==> src/rtl/fb_scanout_if.sv <==
// Pixel stream interface between fb_scanout and the display/compositor.
// master drives the beat, slave returns m_ready.
interface fb_scanout_if #(
    parameter int PIX_W = 10,
    parameter int XY_W  = 6
);
    logic             m_valid;
    logic             m_ready;
    logic [PIX_W-1:0] m_pixel;
    logic [XY_W-1:0]  m_x;
    logic [XY_W-1:0]  m_y;
    logic             m_last;

    modport master (
        output m_valid, m_pixel, m_x, m_y, m_last,
        input  m_ready
    );

    modport slave (
        input  m_valid, m_pixel, m_x, m_y, m_last,
        output m_ready
    );
endinterface

==> src/rtl/fb_scanout.sv <==
// Raster-order frame-buffer reader with credit-controlled skid FIFO.
// Optional clear-on-read write-back enabled by FB_SCANOUT_CLEAR_ON_READ_EN.
module fb_scanout #(
    parameter int               SIZE      = 64,
    parameter int               PIX_W     = 10,
    parameter int               ADDR_W    = 12,
    parameter int               RD_LAT    = 2,
    parameter logic [PIX_W-1:0] CLEAR_VAL = {PIX_W{1'b0}}
) (
    input  logic              clk,
    input  logic              rst,
    input  logic              start,
    output logic              busy,
    output logic [ADDR_W-1:0] rd_addr,
    output logic              rd_en,
    input  logic [PIX_W-1:0]  rd_data,
    output logic              wr_en,
    output logic [ADDR_W-1:0] wr_addr,
    output logic [PIX_W-1:0]  wr_data,
    fb_scanout_if.master      m,
    output logic              frame_done
);

    localparam int XY_W   = $clog2(SIZE);
    localparam int DEPTH  = RD_LAT + 2;
    // The output register holds the head entry; the array holds the rest.
    localparam int IDEPTH = RD_LAT + 1;
    localparam int CNT_W  = $clog2(DEPTH + 1);
    localparam int PTR_W  = $clog2(IDEPTH);
    localparam int TOT_W  = CNT_W + 1;
    localparam logic [ADDR_W-1:0] LAST_ADDR = ADDR_W'(SIZE * SIZE - 1);

    typedef enum logic [1:0] {
        ST_IDLE  = 2'd0,
        ST_SCAN  = 2'd1,
        ST_DRAIN = 2'd2
    } state_t;

    function automatic logic [PTR_W-1:0] ptr_inc(input logic [PTR_W-1:0] p);
        logic [PTR_W-1:0] n;
        if (p == PTR_W'(IDEPTH - 1)) begin
            n = {PTR_W{1'b0}};
        end else begin
            n = p + PTR_W'(1'b1);
        end
        return n;
    endfunction

    state_t            state_r;
    state_t            state_s;
    logic              busy_r;
    logic              frame_done_r;
    logic [ADDR_W-1:0] rp_r;
    logic              rd_en_r;
    logic [ADDR_W-1:0] rd_addr_r;
    logic [CNT_W-1:0]  out_r;

    logic              ret_vld_r  [RD_LAT];
    logic [ADDR_W-1:0] ret_addr_r [RD_LAT];

    logic [PIX_W-1:0]  fifo_pix_r  [IDEPTH];
    logic [ADDR_W-1:0] fifo_addr_r [IDEPTH];
    logic [PTR_W-1:0]  wptr_r;
    logic [PTR_W-1:0]  rptr_r;
    logic [CNT_W-1:0]  icnt_r;

    logic              m_valid_r;
    logic [PIX_W-1:0]  m_pixel_r;
    logic [XY_W-1:0]   m_x_r;
    logic [XY_W-1:0]   m_y_r;
    logic              m_last_r;

    logic              issue_s;
    logic              done_s;
    logic              push_s;
    logic [ADDR_W-1:0] push_addr_s;
    logic              pop_s;
    logic              out_free_s;
    logic              ipush_s;
    logic              ipop_s;
    logic              head_load_s;
    logic [PIX_W-1:0]  head_pix_s;
    logic [ADDR_W-1:0] head_addr_s;
    logic [TOT_W-1:0]  occ_s;
    logic              credit_s;
    logic              drain_empty_s;

    // FIFO occupancy, credit check and head-load selection.
    always_comb begin
        push_s        = ret_vld_r[RD_LAT-1];
        push_addr_s   = ret_addr_r[RD_LAT-1];
        pop_s         = m_valid_r && m.m_ready;
        out_free_s    = !m_valid_r || pop_s;
        occ_s         = TOT_W'(m_valid_r) + TOT_W'(icnt_r);
        credit_s      = (occ_s + TOT_W'(out_r)) < (TOT_W'(DEPTH) + TOT_W'(pop_s));
        drain_empty_s = (TOT_W'(out_r) == TOT_W'(push_s)) &&
                        ((occ_s + TOT_W'(push_s)) == TOT_W'(pop_s));
        ipop_s        = out_free_s && (icnt_r != {CNT_W{1'b0}});
        ipush_s       = push_s && !(out_free_s && (icnt_r == {CNT_W{1'b0}}));
        head_load_s   = out_free_s && ((icnt_r != {CNT_W{1'b0}}) || push_s);
        if (icnt_r != {CNT_W{1'b0}}) begin
            head_pix_s  = fifo_pix_r[rptr_r];
            head_addr_s = fifo_addr_r[rptr_r];
        end else begin
            head_pix_s  = rd_data;
            head_addr_s = push_addr_s;
        end
    end

    // Next-state and read-issue decision; a start coinciding with frame_done is dropped.
    always_comb begin
        state_s = state_r;
        issue_s = 1'b0;
        done_s  = 1'b0;
        case (state_r)
            ST_IDLE: begin
                if (start && !frame_done_r) begin
                    issue_s = credit_s;
                    state_s = ST_SCAN;
                end else begin
                    state_s = ST_IDLE;
                end
            end
            ST_SCAN: begin
                if (credit_s) begin
                    issue_s = 1'b1;
                    if (rp_r == LAST_ADDR) begin
                        state_s = ST_DRAIN;
                    end else begin
                        state_s = ST_SCAN;
                    end
                end else begin
                    state_s = ST_SCAN;
                end
            end
            ST_DRAIN: begin
                if (drain_empty_s) begin
                    done_s  = 1'b1;
                    state_s = ST_IDLE;
                end else begin
                    state_s = ST_DRAIN;
                end
            end
            default: begin
                state_s = ST_IDLE;
            end
        endcase
    end

    // Control state, read port and outstanding-read counter.
    always_ff @(posedge clk) begin
        if (!rst) begin
            state_r      <= ST_IDLE;
            busy_r       <= 1'b0;
            frame_done_r <= 1'b0;
            rp_r         <= {ADDR_W{1'b0}};
            rd_en_r      <= 1'b0;
            rd_addr_r    <= {ADDR_W{1'b0}};
            out_r        <= {CNT_W{1'b0}};
        end else begin
            state_r      <= state_s;
            busy_r       <= (state_s != ST_IDLE);
            frame_done_r <= done_s;
            rd_en_r      <= issue_s;
            out_r        <= out_r + CNT_W'(issue_s) - CNT_W'(push_s);
            if (issue_s) begin
                rd_addr_r <= rp_r;
                if (state_s == ST_DRAIN) begin
                    rp_r <= {ADDR_W{1'b0}};
                end else begin
                    rp_r <= rp_r + ADDR_W'(1'b1);
                end
            end
        end
    end

    // Tracks which issued reads return in which cycle; cleared on reset so stale returns vanish.
    always_ff @(posedge clk) begin
        if (!rst) begin
            for (int i = 0; i < RD_LAT; i++) begin
                ret_vld_r[i]  <= 1'b0;
                ret_addr_r[i] <= {ADDR_W{1'b0}};
            end
        end else begin
            ret_vld_r[0]  <= rd_en_r;
            ret_addr_r[0] <= rd_addr_r;
            for (int i = 1; i < RD_LAT; i++) begin
                ret_vld_r[i]  <= ret_vld_r[i-1];
                ret_addr_r[i] <= ret_addr_r[i-1];
            end
        end
    end

    // Skid storage behind the output register.
    always_ff @(posedge clk) begin
        if (!rst) begin
            for (int i = 0; i < IDEPTH; i++) begin
                fifo_pix_r[i]  <= {PIX_W{1'b0}};
                fifo_addr_r[i] <= {ADDR_W{1'b0}};
            end
            wptr_r <= {PTR_W{1'b0}};
            rptr_r <= {PTR_W{1'b0}};
            icnt_r <= {CNT_W{1'b0}};
        end else begin
            if (ipush_s) begin
                fifo_pix_r[wptr_r]  <= rd_data;
                fifo_addr_r[wptr_r] <= push_addr_s;
                wptr_r              <= ptr_inc(wptr_r);
            end
            if (ipop_s) begin
                rptr_r <= ptr_inc(rptr_r);
            end
            icnt_r <= icnt_r + CNT_W'(ipush_s) - CNT_W'(ipop_s);
        end
    end

    // Output beat register; only reloads once the current beat has been accepted.
    always_ff @(posedge clk) begin
        if (!rst) begin
            m_valid_r <= 1'b0;
            m_pixel_r <= {PIX_W{1'b0}};
            m_x_r     <= {XY_W{1'b0}};
            m_y_r     <= {XY_W{1'b0}};
            m_last_r  <= 1'b0;
        end else if (head_load_s) begin
            m_valid_r <= 1'b1;
            m_pixel_r <= head_pix_s;
            m_x_r     <= head_addr_s[XY_W-1:0];
            m_y_r     <= head_addr_s[2*XY_W-1:XY_W];
            m_last_r  <= (head_addr_s == LAST_ADDR);
        end else if (out_free_s) begin
            m_valid_r <= 1'b0;
            m_last_r  <= 1'b0;
        end else begin
            m_valid_r <= m_valid_r;
        end
    end

    assign busy       = busy_r;
    assign frame_done = frame_done_r;
    assign rd_en      = rd_en_r;
    assign rd_addr    = rd_addr_r;
    assign m.m_valid  = m_valid_r;
    assign m.m_pixel  = m_pixel_r;
    assign m.m_x      = m_x_r;
    assign m.m_y      = m_y_r;
    assign m.m_last   = m_last_r;

`ifdef FB_SCANOUT_CLEAR_ON_READ_EN
    assign wr_en   = push_s;
    assign wr_addr = push_addr_s;
    assign wr_data = CLEAR_VAL;
`else
    assign wr_en   = 1'b0;
    assign wr_addr = {ADDR_W{1'b0}};
    // Keeps CLEAR_VAL referenced in builds without the write-back path.
    assign wr_data = CLEAR_VAL & {PIX_W{1'b0}};
`endif

endmodule

==> src/flat_wrapper.sv <==
// flat-port wrapper written by rule: the top's interface ports become plain ports
module fb_scanout_flat 
#(
    parameter int               SIZE      = 64,
    parameter int               PIX_W     = 10,
    parameter int               ADDR_W    = 12,
    parameter int               RD_LAT    = 2,
    parameter logic [PIX_W-1:0] CLEAR_VAL = {PIX_W{1'b0}}
)
  (clk, rst, start, busy, rd_addr, rd_en, rd_data, wr_en, wr_addr, wr_data, frame_done, m_m_valid, m_m_pixel, m_m_x, m_m_y, m_m_last, m_m_ready);
  fb_scanout_if #(.PIX_W(PIX_W), .XY_W(6)) m_i ();
  input  logic clk;
  input  logic rst;
  input  logic start;
  output logic busy;
  output logic [ADDR_W-1:0] rd_addr;
  output logic rd_en;
  input  logic [PIX_W-1:0] rd_data;
  output logic wr_en;
  output logic [ADDR_W-1:0] wr_addr;
  output logic [PIX_W-1:0] wr_data;
  output logic frame_done;
  output wire logic [$bits(m_i.m_valid)-1:0] m_m_valid;
  output wire logic [$bits(m_i.m_pixel)-1:0] m_m_pixel;
  output wire logic [$bits(m_i.m_x)-1:0] m_m_x;
  output wire logic [$bits(m_i.m_y)-1:0] m_m_y;
  output wire logic [$bits(m_i.m_last)-1:0] m_m_last;
  input wire logic [$bits(m_i.m_ready)-1:0] m_m_ready;
  assign m_m_valid = m_i.m_valid;
  assign m_m_pixel = m_i.m_pixel;
  assign m_m_x = m_i.m_x;
  assign m_m_y = m_i.m_y;
  assign m_m_last = m_i.m_last;
  assign m_i.m_ready = m_m_ready;
  fb_scanout #(.SIZE(SIZE), .PIX_W(PIX_W), .ADDR_W(ADDR_W), .RD_LAT(RD_LAT), .CLEAR_VAL(CLEAR_VAL)) u_core (.clk(clk), .rst(rst), .start(start), .busy(busy), .rd_addr(rd_addr), .rd_en(rd_en), .rd_data(rd_data), .wr_en(wr_en), .wr_addr(wr_addr), .wr_data(wr_data), .m(m_i), .frame_done(frame_done));
endmodule
==> config.mk <==
export PLATFORM = sky130hd
export DESIGN_NAME = fb_scanout_flat
export DESIGN_NICKNAME = d
export VERILOG_FILES = /design/src/rtl/fb_scanout_if.sv /design/src/rtl/fb_scanout.sv /design/src/flat_wrapper.sv
export SDC_FILE = /design/constraint.sdc
export NUM_CORES = 1
export LEC_CHECK = 0
export ABC_CLOCK_PERIOD_IN_PS = 4800
export CORE_ASPECT_RATIO = 1.75
export CORE_MARGIN = 10
export CORE_UTILIZATION = 29
export DETAILED_ROUTE_END_ITERATION = 10
export PLACE_DENSITY_LB_ADDON = 0.08
export SYNTH_ARGS = -nofsm -noshare
export SYNTH_HDL_FRONTEND = slang
export SYNTH_SLANG_ARGS = --single-unit
==> constraint.sdc <==
create_clock -name clk -period 4.8 [get_ports clk]
set_input_delay 0.48 -clock clk [delete_from_list [all_inputs] [get_ports clk]]
set_output_delay 0.48 -clock clk [all_outputs]
set_load 0.1 [all_outputs]
[Word level (Yosys, flattened, before mapping)]
Memory sizes are Yosys's and may differ from the RTL's. A register that Yosys moved wholly into a read port is not among the register bits.
Cells that the tools add are included.
Word-level totals
  register bits: 63
  bits in writable memories: 92
  bits of input ports: 14
  output and inout bits: 62
  word-level logic and storage cells: 100
  memories: 4
Operators by class
  $add $sub $neg: 11
  magnitude comparators: 1
  eq/ne operators: 9
  muxes and demuxes: 36
  bitwise logic cells: 4
  reductions and logical operators: 20
Memories
  u_core.fifo_addr_r: depth 3, width 12, rd ports 1, clocked after Yosys merged registers in 1, wr ports 3, RTL line fb_scanout.sv:62  | logic [ADDR_W-1:0] fifo_addr_r [IDEPTH];
  u_core.fifo_pix_r: depth 3, width 10, rd ports 1, clocked after Yosys merged registers in 1, wr ports 3, RTL line fb_scanout.sv:61  | logic [PIX_W-1:0] fifo_pix_r [IDEPTH];
  u_core.ret_addr_r: depth 2, width 12, rd ports 2, clocked after Yosys merged registers in 0, wr ports 2, RTL line fb_scanout.sv:59  | logic [ADDR_W-1:0] ret_addr_r [RD_LAT];
  u_core.ret_vld_r: depth 2, width 1, rd ports 2, clocked after Yosys merged registers in 0, wr ports 2, RTL line fb_scanout.sv:58  | logic ret_vld_r [RD_LAT];
Operators by type and width (number)
  12-bit two-way mux: 5
  12-bit == test (second input constant): 2
  2-bit two-way mux: 11
  10-bit two-way mux: 2
  1-bit two-way mux: 16
  12-bit by 1-bit adder with 12-bit output (second input constant): 1
  12-bit OR reduction: 1
  10-bit OR reduction: 1
  2-bit == test (second input constant): 4
  1-bit logical AND: 7
  3-bit by 1-bit adder with 3-bit output: 2
  2-bit one-hot mux with 3 select lines: 1
  3-bit by 1-bit subtractor with 3-bit output: 2
  1-bit by 3-bit adder with 4-bit output: 1
  2-bit by 1-bit adder with 2-bit output (second input constant): 2
  3-bit by 1-bit adder with 4-bit output (first input constant): 1
  4-bit by 1-bit adder with 4-bit output: 1
  4-bit by 3-bit adder with 4-bit output: 1
  4-bit by 1-bit == test with 1-bit output: 1
  4-bit < comparator: 1
  1-bit OR: 4
  2-bit nonzero test: 2
  3-bit by 1-bit == test with 1-bit output: 1
  1-bit zero test: 3
  other kinds (7): 8

[Longest topological paths before layout]
Gate-level depths: netlist of run 1.
  depth after elaboration: 10
  depth in mapped cells: 14
  depth with buffers taken out: 13

[Worst setup path after synthesis of run 1]
OpenSTA, ideal clock, no wires.
  path kind: register to register
  start: register u_core.m_valid_r, in the netlist u_core.m.m_valid
  end: register u_core.out_r[2]
  library setup time: 0.128 ns
  data arrival time: 3.751 ns
  required time: 4.672 ns
  setup slack: 0.921 ns
  stages on the path, launching flop included: 15
  buffers on the path: 1
  clock period less this slack: 3.879 ns
  cells stage by stage: dfxtp_1 > ha_1 > ha_1 > ha_1 > a21o_1 > a21oi_2 > xor2_2 > nor3_4 > buf_4 > ha_1 > inv_1 > fa_1 > xor2_1 > xnor2_1 > nor2_1
Between the ends
  longest elaborated chain between the ends: 7
  elaborated cells between the ends (all ways): 10
  those cells by class: add/sub: 5; order compare: 1; mux: 3; reduce/logical: 1
Ends and longest elaborated chain
  start, declared: RTL line fb_scanout.sv:67  | logic m_valid_r;
  start signal, assigned: RTL line fb_scanout.sv:235  | m_valid_r <= m_valid_r;
  1-bit by 3-bit adder with 4-bit output / 1-bit logical AND (equally long branches): RTL line fb_scanout.sv:94, fb_scanout.sv:92
  4-bit by 3-bit adder with 4-bit output / 3-bit by 1-bit adder with 4-bit output (equally long branches): RTL line fb_scanout.sv:95  | credit_s = (occ_s + TOT_W'(out_r)) < (TOT_W'(DEPTH) + TOT_W'(pop_s));
  4-bit < comparator *: RTL line fb_scanout.sv:95
  1-bit two-way mux, on equally long branches: RTL line fb_scanout.sv:125, fb_scanout.sv:117
  1-bit one-hot mux with 2 select lines *: RTL line fb_scanout.sv:115  | case (state_r)
  via u_core.issue_s: RTL line fb_scanout.sv:73  | logic issue_s;
  3-bit by 1-bit adder with 3-bit output *: RTL line fb_scanout.sv:165  | out_r <= out_r + CNT_W'(issue_s) - CNT_W'(push_s);
  3-bit by 1-bit subtractor with 3-bit output *: RTL line fb_scanout.sv:165
  end signal, assigned: RTL line fb_scanout.sv:159  | out_r <= {CNT_W{1'b0}};
  end signal, assigned: RTL line fb_scanout.sv:165
  end, declared: RTL line fb_scanout.sv:56  | logic [CNT_W-1:0] out_r;
Mark *: on every way through the listed nets, which the timed path passes. The rest lies on a longest branch.
A chain may end at the register's enable or synchronous reset.

[Worst setup path in the final report of run 1]
  start: register u_core.icnt_r[0]
  end: register u_core.out_r[2]
Between the ends
  longest elaborated chain between the ends: 7
  elaborated cells between the ends (all ways): 8
  those cells by class: add/sub: 4; order compare: 1; mux: 3
Ends and longest elaborated chain
  start, declared: RTL line fb_scanout.sv:65  | logic [CNT_W-1:0] icnt_r;
  start signal, assigned: RTL line fb_scanout.sv:203  | icnt_r <= {CNT_W{1'b0}};
  start signal, assigned: RTL line fb_scanout.sv:213  | icnt_r <= icnt_r + CNT_W'(ipush_s) - CNT_W'(ipop_s);
  1-bit by 3-bit adder with 4-bit output *: RTL line fb_scanout.sv:94  | occ_s = TOT_W'(m_valid_r) + TOT_W'(icnt_r);
  4-bit by 3-bit adder with 4-bit output *: RTL line fb_scanout.sv:95
  4-bit < comparator *: RTL line fb_scanout.sv:95
  1-bit two-way mux, on equally long branches: RTL line fb_scanout.sv:125, fb_scanout.sv:117
  1-bit one-hot mux with 2 select lines *: RTL line fb_scanout.sv:115
  3-bit by 1-bit adder with 3-bit output *: RTL line fb_scanout.sv:165
  3-bit by 1-bit subtractor with 3-bit output *: RTL line fb_scanout.sv:165
Mark *: on every way between the ends. The rest lies on a longest branch, timed or not.

==> results of run 1 <==
==> through the flow <==
step	setup WS [ns]	cell area (sq um)	total power, mW	instances
6_report	1.01	9040	5.70	1000
5_1_grt	0.693	9040	6.00	1000
4_1_cts	0.969	9040	5.80	1000
3_5_place_dp	0.983	8410	4.30	968
3_3_place_gp	1.05	8410	4.28	968
2_1_floorplan	0.921	7720	3.81	635
==> power by group <==
group,total (mW),internal (mW),switching [mW]
combinational,2.27,0.686,1.58
sequential,1.95,1.78,0.172
clock,1.48,0.871,0.605
==> sequential cells by signal, indices dropped and copies added, names as in the netlist, 6 cells and up, named ones only <==
register and flops:
u_core.fifo_addr_r 48, u_core.fifo_pix_r 40, u_core.ret_addr_r 24, u_core.rd_addr 12, u_core.rp_r 12, u_core.m.m_pixel 10, u_core.m.m_x 6, u_core.m.m_y 6
==> cell families (layout without fill, tap and decap cells) <==
| group | Yosys count | count (layout) | synth area share [%] |
|---|---|---|---|
| muxes | 42 | 42 | 9.11 |
| adders and majority gates | 16 | 16 | 2.92 |
| AOI/OAI and AO/OA | 35 | 35 | 3.79 |
| other | 1 | 23 | 0.0491 |
| and+or+nand+nor | 257 | 257 | 18.2 |
| xor gates and xnor gates | 20 | 20 | 2.39 |
| buffers and inverters | 63 | 108 | 5.05 |
| DFF | 179 | 179 | 58.5 |
==> worst paths after layout <==
check,start,to,slack [ns]
setup / recovery,u_core.icnt_r[0],u_core.out_r[2],1.01
hold / removal,u_core.ret_addr_r[0][5],u_core.ret_addr_r[0][17],0.43
setup reg to reg,u_core.icnt_r[0],u_core.out_r[2],1.01
hold reg to reg,u_core.ret_addr_r[0][5],u_core.ret_addr_r[0][17],0.43
==> routing by layer <==
| layer | track usage, % | vias to the layer above |
|---|---|---|
| met5 | 0 | - |
| met4 | 4.95 | 0 |
| met3 | 2.62 | 18 |
| met2 | 21.3 | 68 |
| met1 | 12.9 | 2283 |
| li1 | - | 2211 |
==> synth_stat cells (3+ instances only) <==
cell type / number
buf_6: 6
edfxtp_1: 88
inv_1: 9
nand2b_1: 4
mux2i_1: 20
xnor2_1: 16
xor2_1: 3
mux4_2: 22
nor3_1: 11
a311oi_1: 16
ha_1: 13
a21oi_1: 6
buf_4: 26
dfxtp_1: 91
and2_1: 94
a211oi_1: 6
nand2_1: 52
buf_2: 5
nor4_1: 7
nor2_1: 45
nand4_1: 7
nand3_1: 7
clkbuf_1: 17
nor2b_1: 17
fa_1: 3
==> layout by cell type (no fill, tap or decap), types with 2 or more instances in the layout <==
cell,synthesis,final
a211oi_1,6,6
a21oi_1,6,6
a311oi_1,16,16
and2_1,94,94
buf_4,26,15
clkbuf_16,0,21
clkbuf_8,0,2
clkdlybuf4s50_1,0,52
clkinv_2,0,2
conb_1,1,23
dfxtp_1,91,91
edfxtp_1,88,88
fa_1,3,3
ha_1,13,13
inv_1,9,9
inv_4,0,2
inv_6,0,2
mux2i_1,20,20
mux4_2,22,22
nand2_1,52,52
nand2b_1,4,4
nand3_1,7,7
nand4_1,7,7
nor2_1,45,44
nor2b_1,17,17
nor3_1,11,10
nor3_2,1,2
nor3_4,2,2
nor3b_2,2,2
nor4_1,7,7
or4_1,2,2
xnor2_1,16,16
xor2_1,3,3
==> cell type report <==
cell class              instances  area (sq um)
clock inverters                 8          78.8
flip-flops and latches        179          4460
well taps                     320           400
inverters                       9          33.8
multi-input cells             393          2870
fillers                      2584         16900
clock buffers                  24           557
repair buffers                 67           633
==> metrics.txt, run 1 <==
vias in the first global route=5110; synth warn=0; Total Routing Usage GR=between 10% and 20%; CP top delay family=adder cells; Hold Path Stages=1; peak supply drop=about 270 uV; Setup-failing EPs final=0; final setup TNS=0 ns; Arrival @ worst endpoint=4.11 ns; Starting DRT DRC Count=196; RSZ-0062 raised after global routing=no; clk sink count=about 180; Synth top area share=34.6%; min-delay worst type=reg2reg; Die Wd=~140 um; final HPWL from detailed placement=roughly 13 mm; Synth Cell Area=0.00763 sq mm; final WL=~19 mm; Max-slew headroom=between 20 and 30%; Cell variety after synth=44; R2R cell count=12; Placer Congestion=approximately 0.75; uppermost layer routed=met4; CP Launch Type=flop; Post-CTS Hold Fix Bufs=0; Root Driver=clkbuf_16; Pre-Repair DR Iteration Count=4; ant diodes=0; PwrDens=about 630 mW/mm^2; Port-buffer cells=52; H-tree depth=4; Ports=between 70 and 80; top_reg_cell synth=dfxtp_1; Max Transition Viols Final=0; Post-synth EDFFs=88; fmax=between 0.2 and 0.3 GHz; post-synthesis cell count=around 600; largest net degree at the start of global routing=52; initial antenna violation count=0; post-CTS resize count=0; part of the Yosys area used for sequential elements=approximately three fifths; wl on met1=a little under 8 mm; final hold viol count=0; first-pass GRT wire length=about 30 mm; WL met3=approximately 620 um; initial core utilization=29.4%; Final period util=about four fifths; Min Hold Slack=about 0.43 ns; Final min period=3.79 ns; WP buf/inv=1; most used cell, CP=ha_1; CP peak stage delay=about 0.77 ns; top post-synthesis cells by area=edfxtp_1, dfxtp_1, and2_1, mux4_2, mux2i_1; Max Cap Viol=0; wire length per cell=19.1 um; Max clock buf depth=2; Crit. End Element=flop; Leak Pwr=between 3 and 4 nW; Vias=~4600; status=complete, no violations; worst path cell trace=ha_1 > ha_1 > fa_1 > nor3_1 > nor2_1 > nor3_4 > ha_1 > inv_1 > fa_1 > xor2_1 > xnor2_1 > nor2_1; layout cells sized above 1=11.8%; slowest CP cell=nor3_4; CTS tree=yes; P&R area growth vs syn=18.4%; Synth async-reset ratio=0%; GRT Residual Overflow=0; core footprint=roughly 0.026 sq mm; Cell Rows=slightly below 80; DRC Markers=0; skew final=0.0105 ns; TritonCTS buffer count=17; Worst Max-Slew Pin Slew=between 1 and 1.5 ns; Worst-Skew Late Latency=0.44 ns; clk slew on worst S/H paths=around 0.070 ns; Finished Core Util=a little over a third; Synth area leader=edfxtp_1; Met2 Wirelength=roughly 10 mm; Via-to-Cell Ratio=4.58; WS Path Type=reg2reg; critical path peak fanout=15; Final Net Count=between 600 and 700; CP Data Required Time=between 5 and 6 ns; Synth Area per Inst=12.5 sq um; DIE AREA=0.0335 sq mm; # Post-CTS Setup Buffers=0; antenna-violating nets left=0; WP depth=12; chip height=235 um; FF+latch count, synth=179
(Power assumes the default switching activity.)
==> run 2: changes to the inputs <==
--- a/config.mk
+++ b/config.mk
@@ -5,7 +5,7 @@
 export SDC_FILE = /design/constraint.sdc
 export NUM_CORES = 1
 export LEC_CHECK = 0
-export ABC_CLOCK_PERIOD_IN_PS = 4800
+export ABC_CLOCK_PERIOD_IN_PS = 3200
 export CORE_ASPECT_RATIO = 1.75
 export CORE_MARGIN = 10
 export CORE_UTILIZATION = 29
==> constraint.sdc (replaced) <==
create_clock -name clk -period 3.2 [get_ports clk]
set_input_delay 0.32 -clock clk [delete_from_list [all_inputs] [get_ports clk]]
set_output_delay 0.32 -clock clk [all_outputs]
set_load 0.1 [all_outputs]
==> metrics.txt, run 2 (synthesis gave the netlist of run 1 again) <==
Met2 Wirelength=10.7 mm (+3.0%); Ports=76 (unchanged); Max Cap Viol=0 (unchanged); clk slew on worst S/H paths=0.06 ns (about the same); Vias=4569 (-0.24%); worst path cell trace=ha_4 > ha_4 > xor2_1 > ha_1 > xnor2_1 > nor2_1 > nor3_4 > ha_4 > inv_1 > fa_2 > xor2_1 > xnor2_1 > nor2_1; Via-to-Cell Ratio=4.54 (-0.84%); Cell Rows=78 (unchanged); R2R cell count=13 (+1); P&R area growth vs syn=19.4%; Finished Core Util=35.1% (+0.28 points); WL met3=678 um (+10%); critical path peak fanout=4 (-11); initial antenna violation count=0 (unchanged); ant diodes=0 (unchanged); DIE AREA=0.0335 sq mm (unchanged); Final min period=2.91 ns (-0.880 ns); RSZ-0062 raised after global routing=no; Leak Pwr=3.33 nW (+0.57%); CP peak stage delay=0.45 ns (-0.32 ns); PnR worst setup slack=0.287 ns (-0.720 ns); pre-CTS WS=0.271 ns (-0.712 ns); # Post-CTS Setup Buffers=0 (unchanged); Reg2Reg Setup Slack=0.29 ns (-0.72 ns); Final period util=91.0% (+12 points); layout cells sized above 1=14.1% (+2.4 points); chip height=235 um (unchanged); Max Transition Viols Final=0 (unchanged); final setup TNS=0 ns (unchanged); max FFs per register=48 (unchanged); status=complete, no violations; CTS tree=yes; Hold Path Stages=3 (+2); Port-buffer cells=52 (unchanged); Max clock buf depth=2 (unchanged); PwrDens=951 mW/mm^2 (+51%); skew final=0.00951 ns (-0.00102 ns); largest net degree at the start of global routing=45 (-13%); commonest non-fill, non-tap cell in the layout=and2_1; uppermost layer routed=met4; fmax=0.343 GHz (+30%); Root Driver=clkbuf_16; R2R Path Start=u_core.icnt_r[0]; Total Routing Usage GR=11.7% (-0.17 points); hold endpoint=u_core.m.m_last; Setup-failing EPs final=0 (unchanged); final HPWL from detailed placement=12.4 mm (-1.9%); peak supply drop=411 uV (+51%); Pre-Repair DR Iteration Count=4 (unchanged); DRC Markers=0 (unchanged); WP buf/inv=1 (unchanged); Final Net Count=703 (+0.86%); Biggest register=u_core.fifo_addr_r; final WL=18.7 mm (-1.9%); Post-DP Area=0.00848 sq mm (+0.91%); TritonCTS buffer count=17 (unchanged); final hold viol count=0 (unchanged); Worst Max-Slew Pin Slew=0.993 ns (-0.0842 ns); final std cells w/o fill=1006 (+0.60%); Largest regs=u_core.fifo_addr_r (48), u_core.fifo_pix_r (40), u_core.ret_addr_r (24); commonest cells after routing, fill and taps aside=and2_1, dfxtp_1, edfxtp_1, nand2_1, clkdlybuf4s50_1; antenna-violating nets left=0 (unchanged); WS Path Type=reg2reg; H-tree depth=4 (unchanged); Placer Congestion=0.704 (-5.8%); Min Hold Slack=0.238 ns (-0.195 ns); most used cell, CP=ha_4; Crit. End Element=flop; post-CTS resize count=0 (unchanged); Reg2Reg Capture Point=u_core.out_r[2]; Starting DRT DRC Count=106 (-46%); Inst Count DP=974 (+0.62%); Post-CTS Hold Fix Bufs=0 (unchanged); GRT Residual Overflow=0 (unchanged); slowest CP cell=dfxtp_1; Die Wd=143 um (unchanged); Arrival @ worst endpoint=3.21 ns (-0.90 ns); first-pass GRT wire length=29.5 mm (-1.7%); CP Launch Type=flop; min-delay worst type=in2reg; vias in the first global route=5054 (-1.1%); Hold Startpoint=rst; wl on met1=7.16 mm (-7.9%); wire length per cell=18.6 um (-2.5%); initial core utilization=29.4% (unchanged); Worst-Skew Late Latency=0.43 ns (about the same); CP top delay family=adder cells; clk sink count=179 (unchanged); Power Total=8.67 mW (+52%); core footprint=0.0260 sq mm (unchanged); post-route cell area=0.00911 sq mm (+0.80%); Max-slew headroom=33.6% (+5.5 points); CP Data Required Time=3.50 ns (-1.62 ns)
-- run 2: cell types whose count changed in the layout (fill, tap and decap cells not counted), moves of 3 or more --
cell             delta
buf_4              +10
clkdlybuf4s50_1     -5
clkbuf_16           -4
ha_1                -4
bufinv_16           +3
clkinv_4            +3
ha_4                +3
-- run 2: worst max-delay path by stage --
stage	end	slack (ns)	depth (start not counted)	from
floorplan	u_core.out_r[2]	0.01	13	u_core.m.m_valid
global route	u_core.out_r[2]	0.07	13	u_core.icnt_r[0]
CTS	u_core.out_r[2]	0.25	13	u_core.icnt_r[0]
finish	u_core.out_r[2]	0.29	13	u_core.icnt_r[0]
detailed placement	u_core.out_r[2]	0.27	13	u_core.icnt_r[0]
global placement	u_core.out_r[2]	0.32	12	u_core.icnt_r[0]
-- run 2: where the power goes --
part	switching, mW	leakage, nW	total [mW]	internal (mW)
registers	0.248	1.60	2.92	2.68
logic	2.41	1.42	3.50	1.09
clock network	0.918	0.306	2.24	1.32
-- run 2: worst register-to-register path, stage by stage, from the launching register on --
cell and delay, ns:
dfxtp_1 0.45, ha_4 0.19, ha_4 0.12, xor2_1 0.29, ha_1 0.33, xnor2_1 0.17, nor2_1 0.10, nor3_4 0.24
ha_4 0.16, inv_1 0.05, fa_2 0.35, xor2_1 0.15, xnor2_1 0.15, nor2_1 0.05
-- run 2: metal layers --
metal | vias up | global-route usage (%)
met5 | - | 0
met4 | 0 | 3.76
met3 | 15 | 2.97
met2 | 76 | 22.0
met1 | 2256 | 12.1
li1 | 2222 | -
-- run 2: area by class of cell --
type	instances	area (sq um)
Inverter	9	33.8
Sequential cell	179	4470
Tap cell	320	400
Clock inverter	14	203
Clock buffer	18	429
Timing Repair Buffer	73	663
Multi-Input combinational cell	393	2920
Fill cell	2578	16800
==> run 3: changes to the inputs <==
--- a/config.mk
+++ b/config.mk
@@ -5,11 +5,13 @@
 export SDC_FILE = /design/constraint.sdc
 export NUM_CORES = 1
 export LEC_CHECK = 0
-export ABC_CLOCK_PERIOD_IN_PS = 3200
+export CELL_PAD_IN_SITES_DETAIL_PLACEMENT = 0
+export CELL_PAD_IN_SITES_GLOBAL_PLACEMENT = 1
 export CORE_ASPECT_RATIO = 1.75
 export CORE_MARGIN = 10
 export CORE_UTILIZATION = 29
 export DETAILED_ROUTE_END_ITERATION = 10
+export GPL_ROUTABILITY_DRIVEN = 0
 export PLACE_DENSITY_LB_ADDON = 0.08
 export SYNTH_ARGS = -nofsm -noshare
 export SYNTH_HDL_FRONTEND = slang
==> metrics.txt, run 3 (synthesis gave the netlist of run 1 again) <==
Via-to-Cell Ratio=4.59 (+1.1%); Worst Max-Slew Pin Slew=1.02 ns (+0.0225 ns); Post-CTS Hold Fix Bufs=0 (unchanged); critical path peak fanout=4 (unchanged); commonest non-fill, non-tap cell in the layout=and2_1; Ports=76 (unchanged); skew final=0.0108 ns (+0.00129 ns); GRT Residual Overflow=0 (unchanged); layout cells sized above 1=13.3% (-0.82 points); min-delay worst type=reg2reg; Max clock buf depth=2 (unchanged); WL met3=730 um (+7.7%); H-tree depth=4 (unchanged); antenna-violating nets left=0 (unchanged); commonest cells after routing, fill and taps aside=and2_1, dfxtp_1, edfxtp_1, nand2_1, clkdlybuf4s50_1; Leak Pwr=3.32 nW (-0.34%); WS Path Type=reg2reg; Die Wd=143 um (unchanged); Vias=4606 (+0.81%); Arrival @ worst endpoint=3.22 ns (about the same); uppermost layer routed=met4; # Post-CTS Setup Buffers=0 (unchanged); Port-buffer cells=52 (unchanged); Final period util=90.7% (-0.33 points); status=complete, no violations; PwrDens=947 mW/mm^2 (-0.40%); Hold Startpoint=u_core.ret_vld_r[0][0]; Reg2Reg Setup Slack=0.30 ns (about the same); Final Net Count=701 (-0.28%); largest net degree at the start of global routing=45 (unchanged); final WL=19.0 mm (+1.3%); core footprint=0.0260 sq mm (unchanged); Cell Rows=78 (unchanged); DRC Markers=0 (unchanged); Worst-Skew Late Latency=0.44 ns (about the same); Max Transition Viols Final=0 (unchanged); initial antenna violation count=0 (unchanged); clk slew on worst S/H paths=0.07 ns (about the same); ant diodes=0 (unchanged); Total Routing Usage GR=11.9% (+0.24 points); final std cells w/o fill=1003 (-0.30%); clk sink count=179 (unchanged); P&R area growth vs syn=19.1%; Root Driver=clkbuf_16; Largest regs=u_core.fifo_addr_r (48), u_core.fifo_pix_r (40), u_core.ret_addr_r (24); vias in the first global route=5185 (+2.6%); Max-slew headroom=32.1% (-1.5 points); peak supply drop=421 uV (+2.4%); wire length per cell=18.9 um (+1.6%); Pre-Repair DR Iteration Count=4 (unchanged); Final min period=2.90 ns (-0.0106 ns); TritonCTS buffer count=17 (unchanged); R2R Path Start=u_core.icnt_r[0]; final hold viol count=0 (unchanged); wl on met1=7.13 mm (-0.36%); Biggest register=u_core.fifo_addr_r; Setup-failing EPs final=0 (unchanged); max FFs per register=48 (unchanged); RSZ-0062 raised after global routing=no; Max Cap Viol=0 (unchanged); final HPWL from detailed placement=12.2 mm (-1.8%); post-CTS resize count=0 (unchanged); final setup TNS=0 ns (unchanged); CTS tree=yes; DIE AREA=0.0335 sq mm (unchanged); Met2 Wirelength=10.7 mm (+0.36%); CP Data Required Time=3.51 ns (about the same); initial core utilization=29.4% (unchanged); Inst Count DP=972 (-0.21%); fmax=0.345 GHz (+0.36%); Crit. End Element=flop; Worst Setup SP=u_core.icnt_r[0]; Starting DRT DRC Count=181 (+71%); chip height=235 um (unchanged); first-pass GRT wire length=29.8 mm (+1.2%); CP Launch Type=flop
-- run 3: cell types whose count changed in the layout (fill, tap and decap cells not counted), sizes merged --
cell | before | now
clkinvlp | 1 | 0
inv | 13 | 11
clkinv | 5 | 2
buf | 26 | 23
clkbuf | 18 | 26
bufinv | 4 | 1
clkdlybuf4s50 | 47 | 48
-- run 3: final timing paths --
check / end / cells past startpoint
max: u_core.out_r[2] / 13
min: u_core.ret_vld_r[0][1] / 1
max reg2reg: u_core.out_r[2] / 13
min reg2reg: u_core.ret_vld_r[0][1] / 1
-- run 3: stage by stage --
step                      total power [mW]  area, sq um  hold slack [ns]  util, %  setup WS (ns)
final                                 8.61         9090            0.433     35.0          0.298
after global routing                  9.12         9090            0.444     35.0         0.0633
after CTS                             8.77         9090            0.434     35.0          0.286
after detailed placement              6.57         8480            0.419     32.7          0.311
after global placement                6.53         8480            0.419     32.7          0.338
after floorplan                       5.76         7770            0.412        -         0.0115
-- run 3: critical path: stages, from the launching register on --
cell and delay, ns:
dfxtp_1 0.45, ha_4 0.19, ha_4 0.12, xor2_1 0.29
ha_1 0.33, xnor2_1 0.16, nor2_1 0.10, nor3_4 0.22
ha_4 0.15, inv_1 0.04, fa_2 0.35, xor2_1 0.15
xnor2_1 0.16, nor2_1 0.06
-- run 3: metal layers --
layer	vias to the layer above	track usage (%)
li1	2219	-
met1	2273	11.8
met2	95	22.6
met3	19	2.82
met4	0	5.20
met5	-	0
-- run 3: final cells by class --
type	count	area, sq um
Clock buffer	26	557
Inverter	9	33.8
Clock inverter	5	58.8
Fill cell	2587	16900
Sequential cell	179	4470
Multi-Input combinational cell	393	2910
Timing Repair Buffer	71	666
Tap cell	320	400
-- run 3: power by group --
group / switching [mW] / internal (mW) / total (mW)
Clock: 0.882 / 1.28 / 2.17
Combinational: 2.45 / 1.10 / 3.55
Sequential: 0.224 / 2.68 / 2.90
Total: 3.55 / 5.06 / 8.61
